## config.mk

```make
export PLATFORM = sky130hd
export DESIGN_NAME = step_run_ctrl
export DESIGN_NICKNAME = d
export VERILOG_FILES = /design/src/rtl/step_ctrl_pkg.sv /design/src/rtl/btn_conditioner.sv /design/src/rtl/step_run_ctrl.sv
export SDC_FILE = /design/constraint.sdc
export NUM_CORES = 1
export LEC_CHECK = 0
export ABC_AREA = 1
export BUFFER_PORTS_ARGS = -buffer_cell sky130_fd_sc_hd__buf_2
export CAP_MARGIN = 5
export CORE_MARGIN = 4
export CORE_UTILIZATION = 60
export DETAILED_ROUTE_END_ITERATION = 16
export PLACE_DENSITY = 0.85
export RECOVER_POWER = 50
export SLEW_MARGIN = 25
export SYNTH_ARGS = -nofsm -noshare
export SYNTH_HDL_FRONTEND = slang
export SYNTH_SLANG_ARGS = --single-unit
```

## constraint.sdc

```tcl
create_clock -name clock -period 3.2 [get_ports clock]
set_clock_uncertainty 0.15 [all_clocks]
set_input_delay 0.16 -clock clock [delete_from_list [all_inputs] [get_ports clock]]
set_output_delay 0.16 -clock clock [all_outputs]
set_load 0.05 [all_outputs]
```

## src/rtl/step_ctrl_pkg.sv

```systemverilog
// ============================================================================
// Module   : step_ctrl_pkg
// Purpose  : Shared state encodings and defaults for the run/step/halt
//            controller and its button conditioners.
// Revision : 1.0 - initial release
// ============================================================================
`timescale 1ns/1ps
`default_nettype none

package step_ctrl_pkg;

  // Width of the FSM state / mode output
  localparam int MODE_W = 2;

  // FSM state encodings; these double as the externally visible mode code
  localparam logic [MODE_W-1:0] ST_HALT = 2'b00;
  localparam logic [MODE_W-1:0] ST_RUN  = 2'b01;
  localparam logic [MODE_W-1:0] ST_STEP = 2'b10;

  // Debounce length used when the parent does not override it.
  // Simulation-friendly value; a board build overrides with ~1_000_000.
  localparam int DB_CYCLES_DEFAULT = 4;

endpackage

`default_nettype wire

```

## src/rtl/btn_conditioner.sv

```systemverilog
// ============================================================================
// Module   : btn_conditioner
// Purpose  : Turns one raw, asynchronous, bouncy push-button into a single
//            clock-wide command pulse per press: 2-flop synchroniser,
//            stable-count debounce, rising-edge-only pulse.
// Revision : 1.0 - initial release
// ============================================================================
`timescale 1ns/1ps
`default_nettype none

module btn_conditioner
  import step_ctrl_pkg::*;
#(
  parameter int DB_CYCLES = DB_CYCLES_DEFAULT,
  parameter int DB_W      = 20
) (
  input  logic clock,
  input  logic resetn,
  input  logic raw,
  output logic pulse
);

  // Terminal count: the DB_CYCLES-th consecutive differing sample flips
  // the debounced level.
  localparam logic [DB_W-1:0] DB_LAST = DB_W'(DB_CYCLES - 1);

  logic            sync_meta;
  logic            sync_out;
  logic            db_level;
  logic [DB_W-1:0] db_cnt;

  // Two-flop synchroniser for the asynchronous button input
  always_ff @(posedge clock or negedge resetn) begin
    if (!resetn) begin
      sync_meta <= 1'b0;
      sync_out  <= 1'b0;
    end else begin
      sync_meta <= raw;
      sync_out  <= sync_meta;
    end
  end

  // Debounce: count consecutive samples that disagree with the debounced
  // level; any agreeing sample restarts the count. The pulse is raised in
  // the same edge that flips the level, and only for a 0->1 flip, so a
  // held button or a bouncy release can never generate a second command.
  always_ff @(posedge clock or negedge resetn) begin
    if (!resetn) begin
      db_level <= 1'b0;
      db_cnt   <= '0;
      pulse    <= 1'b0;
    end else begin
      pulse <= 1'b0;
      if (sync_out != db_level) begin
        if (db_cnt == DB_LAST) begin
          db_level <= sync_out;
          db_cnt   <= '0;
          pulse    <= sync_out;
        end else begin
          db_cnt <= db_cnt + 1'b1;
        end
      end else begin
        db_cnt <= '0;
      end
    end
  end

endmodule

`default_nettype wire

```

## src/rtl/step_run_ctrl.sv

```systemverilog
// ============================================================================
// Module   : step_run_ctrl
// Purpose  : Run/step/halt controller producing the soft CPU clock enable
//            from three conditioned push-buttons and a breakpoint flag.
//            Also counts enabled cycles for the debug display.
// Revision : 1.0 - initial release
// ============================================================================
`timescale 1ns/1ps
`default_nettype none

module step_run_ctrl
  import step_ctrl_pkg::*;
#(
  parameter int DB_CYCLES = DB_CYCLES_DEFAULT,
  parameter int DB_W      = 20,
  parameter int CNT_W     = 16
) (
  input  logic              clock,
  input  logic              resetn,
  input  logic              btn_run,
  input  logic              btn_step,
  input  logic              btn_halt,
  input  logic              brk_hit,
  output logic              cpu_en,
  output logic [MODE_W-1:0] mode,
  output logic [CNT_W-1:0]  step_count
);

  logic              run_pulse;
  logic              step_pulse;
  logic              halt_pulse;

  logic [MODE_W-1:0] state;
  logic [MODE_W-1:0] state_nxt;
  logic              run_mask;
  logic              run_mask_nxt;

  // One conditioner per button
  btn_conditioner #(
    .DB_CYCLES (DB_CYCLES),
    .DB_W      (DB_W)
  ) u_cond_run (
    .clock  (clock),
    .resetn (resetn),
    .raw    (btn_run),
    .pulse  (run_pulse)
  );

  btn_conditioner #(
    .DB_CYCLES (DB_CYCLES),
    .DB_W      (DB_W)
  ) u_cond_step (
    .clock  (clock),
    .resetn (resetn),
    .raw    (btn_step),
    .pulse  (step_pulse)
  );

  btn_conditioner #(
    .DB_CYCLES (DB_CYCLES),
    .DB_W      (DB_W)
  ) u_cond_halt (
    .clock  (clock),
    .resetn (resetn),
    .raw    (btn_halt),
    .pulse  (halt_pulse)
  );

  // State and run-mask registers
  always_ff @(posedge clock or negedge resetn) begin
    if (!resetn) begin
      state    <= ST_HALT;
      run_mask <= 1'b0;
    end else begin
      state    <= state_nxt;
      run_mask <= run_mask_nxt;
    end
  end

  // Next-state logic. The run mask is armed on entry to RUN so that a
  // breakpoint still matching at the resume address does not immediately
  // stop the CPU again; it is dropped after the first RUN cycle.
  always_comb begin
    state_nxt    = ST_HALT;
    run_mask_nxt = run_mask;
    case (state)
      ST_HALT: begin
        if (step_pulse) begin
          state_nxt = ST_STEP;
        end else if (run_pulse) begin
          state_nxt    = ST_RUN;
          run_mask_nxt = 1'b1;
        end else begin
          state_nxt = ST_HALT;
        end
      end
      ST_STEP: begin
        state_nxt = ST_HALT;
      end
      ST_RUN: begin
        run_mask_nxt = 1'b0;
        if (halt_pulse || (brk_hit && !run_mask)) begin
          state_nxt = ST_HALT;
        end else begin
          state_nxt = ST_RUN;
        end
      end
      default: begin
        state_nxt = ST_HALT;
      end
    endcase
  end

  // Moore outputs decoded straight from the state register, so the
  // asynchronous reset removes the enable without waiting for a clock.
  always_comb begin
    cpu_en = (state == ST_RUN) || (state == ST_STEP);
    mode   = state;
  end

  // Enabled-cycle counter, free-running modulo 2^CNT_W
  always_ff @(posedge clock or negedge resetn) begin
    if (!resetn) begin
      step_count <= '0;
    end else if (cpu_en) begin
      step_count <= step_count + 1'b1;
    end
  end

endmodule

`default_nettype wire

```

==> summary.md <==
| Metric | Value |
|---|---|
| VDD IR-drop max | `278 µV` |
| Crit Path Class | `in -> async` |
| Async SR Flop Fraction | `100%` |
| Syn Std Cell Area | `4810 µm²` |
| Fmax achieved | `467 MHz` |
| Die footprint | `9520 µm²` |
| Worst Path Max Fanout | `66` |
| Starting density of the core | `62.0%` |
| # rows | `32` |
| Total GRT Usage | `22.3%` |
| Synth Area per Inst | `7.77 µm²` |
| DRC viols | `0` |
| Reg2Reg Capture Point | `step_count[11]` |
| FF-to-FF path depth | `7` |
| Drt initial violations | `238` |
| Setup-failing EPs final | `0` |
| Synth Flop Type | `dfrtp_1` |
| RD Place Congestion | `0.912` |
| Final #Nets | `669` |
| Least-Margin Pin Slew | `1.58 ns` |
| Slew Limit Fails | `67` |
| Layout area overhead | `9.70%` |
| Worst-path clk slew | `0.09 ns` |
| Core footprint | `7770 µm²` |
| CP Capture Type | `async pin` |
| Sequential cell area | `2280 µm²` |
| H-tree levels | `3` |
| Routed WL per cell | `12.7 µm` |
| Final hold vios | `0` |
| Drt first pass iters | `5` |
| Hold crit path type | `reg -> reg` |
| Final HPWL DP | `7010 µm` |
| First-pass GRT wire length | `17600 µm` |
| Unrepaired setup endpoints after global routing | `no` |
| FF-to-FF setup slack | `1.32 ns` |
| Worst skew pair latency | `0.37 ns` |
| Port Buf Inserts | `24` |
| Post-synthesis cell type count | `25` |
| Post-cts resize count | `0` |
| Synth Register Bits | `91` |
| CP required | `3.49 ns` |
| P per Cell Area | `513 nW/µm²` |
| Vias per inst | `5.15` |
| Failing checks | `capacitance limit, slew limit` |
| Overall Power | `2.71 mW` |
| CTS tree | `done` |
| Status | `finished with violations` |
| Max_cap viols | `1` |
| Clock sink count | `91` |
| Setup TNS | `0 ns` |
| Tcrit/Tclk final | `67.0%` |
| Leak pwr | `2.47 nW` |
| Sequential area share after synthesis | `47.3%` |
| Fraction of layout cells with a size suffix above 1 | `10.4%` |
| WL final | `9740 µm` |
| Vias | `3938` |
| Horiz. Die Dim | `97.6 µm` |
| Largest net degree at the start of global routing | `67` |
| Mapped Nets | `631` |
| Area of the multi-input gates | `2250 µm²` |
| Yosys Warn Count | `0` |
| EDFF count, synth | `0` |
| FF-to-FF Start | `mode[0]` |
| Root Driver | `clkbuf_8` |
| Routed Antenna Nets | `0` |
| Vias in the first global route | `3899` |
| Total gr overflow | `0` |
| Clock Path Buffers | `2` |
| Fin crit period | `2.14 ns` |
| Die Height | `97.6 µm` |
| Ant. Diodes | `0` |
| FILL cells | `637` |
| Hold path startpoint | `u_cond_step.sync_meta` |
| Relative slew slack | `-5.63%` |
| Total CTS buffers | `9` |
| Worst Hold Path EP | `u_cond_step.sync_out` |
| Top Ports | `25` |
| Worst setup SP type | `input pin` |
| Hold Crit Depth | `0` |
| Initial antenna violation count | `0` |
| Syn Inst Count | `619` |
| Worst EP arrival | `2.43 ns` |
[state kept, by name, summed over array words and instances, names as in the netlist, 2 cells and up]
register / cells
step_count: 16
mode: 2
u_cond_run.db_cnt: 20
u_cond_halt.db_cnt: 20
u_cond_step.db_cnt: 20
[cells by family (layout without fill, tap and decap cells)]
| family | after synthesis | in the layout | synth area share [%] |
|---|---|---|---|
| flip-flops | 91 | 91 | 47.3 |
| buffers and inverters | 75 | 118 | 5.90 |
| adder cells (fa/ha/maj) | 6 | 6 | 1.56 |
| AO/OA/AOI/OAI | 10 | 10 | 1.27 |
| XOR/XNOR | 51 | 51 | 9.28 |
| AND/OR/NAND/NOR | 386 | 386 | 34.7 |
[what timing repair did]
item                                   CTS  global route
hold buffers                             5             0
buffers inserted                         0             0
endpoints found under the hold margin   68             0
[placed cells by master (no fill, tap or decap), types with 2 or more instances in the layout]
cell           Yosys  routed
ha_1               6       6
nor3_1             9       9
inv_6              0       3
nand2_1          135     135
nor2_4             6       6
o21ai_0            4       4
dfrtp_1           91      91
nor2_1           151     151
o31ai_1            2       2
xor2_1            37      37
clkbuf_1           2       6
xnor2_1           14      14
nand4_1           13      13
nor2_2            12      12
clkbuf_8           0       9
buf_2              1      18
dlygate4sd3_1      0       5
nand2_2           14      14
clkinvlp_4         0       2
inv_1             68      71
nand3_1           44      44
[through the flow]
stage / instance area [µm²] / hold slack [ns] / util, % / std cells / worst slack [ns]
after floorplan: 4810 / -0.286 / - / 619 / 0.806
after global placement: 5060 / 0.119 / 65.1 / 743 / 1.53
after detailed placement: 5060 / 0.119 / 65.1 / 743 / 1.35
after CTS: 5290 / 0.206 / 68.1 / 764 / 1.30
after global routing: 5280 / 0.226 / 68.0 / 764 / 0.663
final: 5280 / 0.204 / 68.0 / 764 / 1.06
[area by class of cell]
type                            count  share of cell area, %
Tap cell                          102                   2.42
Inverter                           71                   5.05
Timing Repair Buffer               31                   3.32
Multi-Input combinational cell    453                   42.6
Clock buffer                        9                   2.35
Clock inverter                      7                   1.09
Sequential cell                    91                   43.1
[report_power, final]
part	switching, mW	leakage, nW	internal [mW]
Combinational	0.445	1.15	0.159
Sequential	0.117	1.24	1.25
Clock	0.440	0.0886	0.295
[worst max-delay path, cell delays in order]
cell and delay, ns:
dlygate4sd3_1 0.52, clkbuf_2 1.13, clkbuf_1 0.59
[worst max path at each step]
stage                       start                   end  slack [ns]  cells past startpoint
after global placement    mode[0]        step_count[13]        1.53                      7
final                      resetn  u_cond_run.db_cnt[8]        1.06                      3
after CTS                 mode[0]                cpu_en        1.30                      3
after detailed placement  mode[0]        step_count[11]        1.35                      7
after floorplan           mode[1]        step_count[11]        0.81                      8
after global routing       resetn  u_cond_halt.sync_out        0.66                      3
[Yosys cell counts (2+ instances only)]
cell | count | area share (%)
inv_1 | 68 | 5.3
nand3_1 | 44 | 4.6
nand2_1 | 135 | 11
nand2_2 | 14 | 1.8
nor2_2 | 12 | 1.6
nor3_1 | 9 | 0.94
nor2_1 | 151 | 12
o31ai_1 | 2 | 0.31
dfrtp_1 | 91 | 47
nand4_1 | 13 | 1.7
xnor2_1 | 14 | 2.5
o21ai_0 | 4 | 0.42
ha_1 | 6 | 1.6
inv_2 | 3 | 0.23
xor2_1 | 37 | 6.7
nor2_4 | 6 | 1.4
clkbuf_1 | 2 | 0.16
[routing by layer]
metal	part of all wire (%)	track usage, %	vias to the layer above
met1	44	30.0	1824
met4	1.6	8.84	0
li1	-	-	1981
met2	49	36.4	119
met3	5.5	3.66	14
met5	0	0	-
No activity file was read; power rests on OpenSTA's default activity.
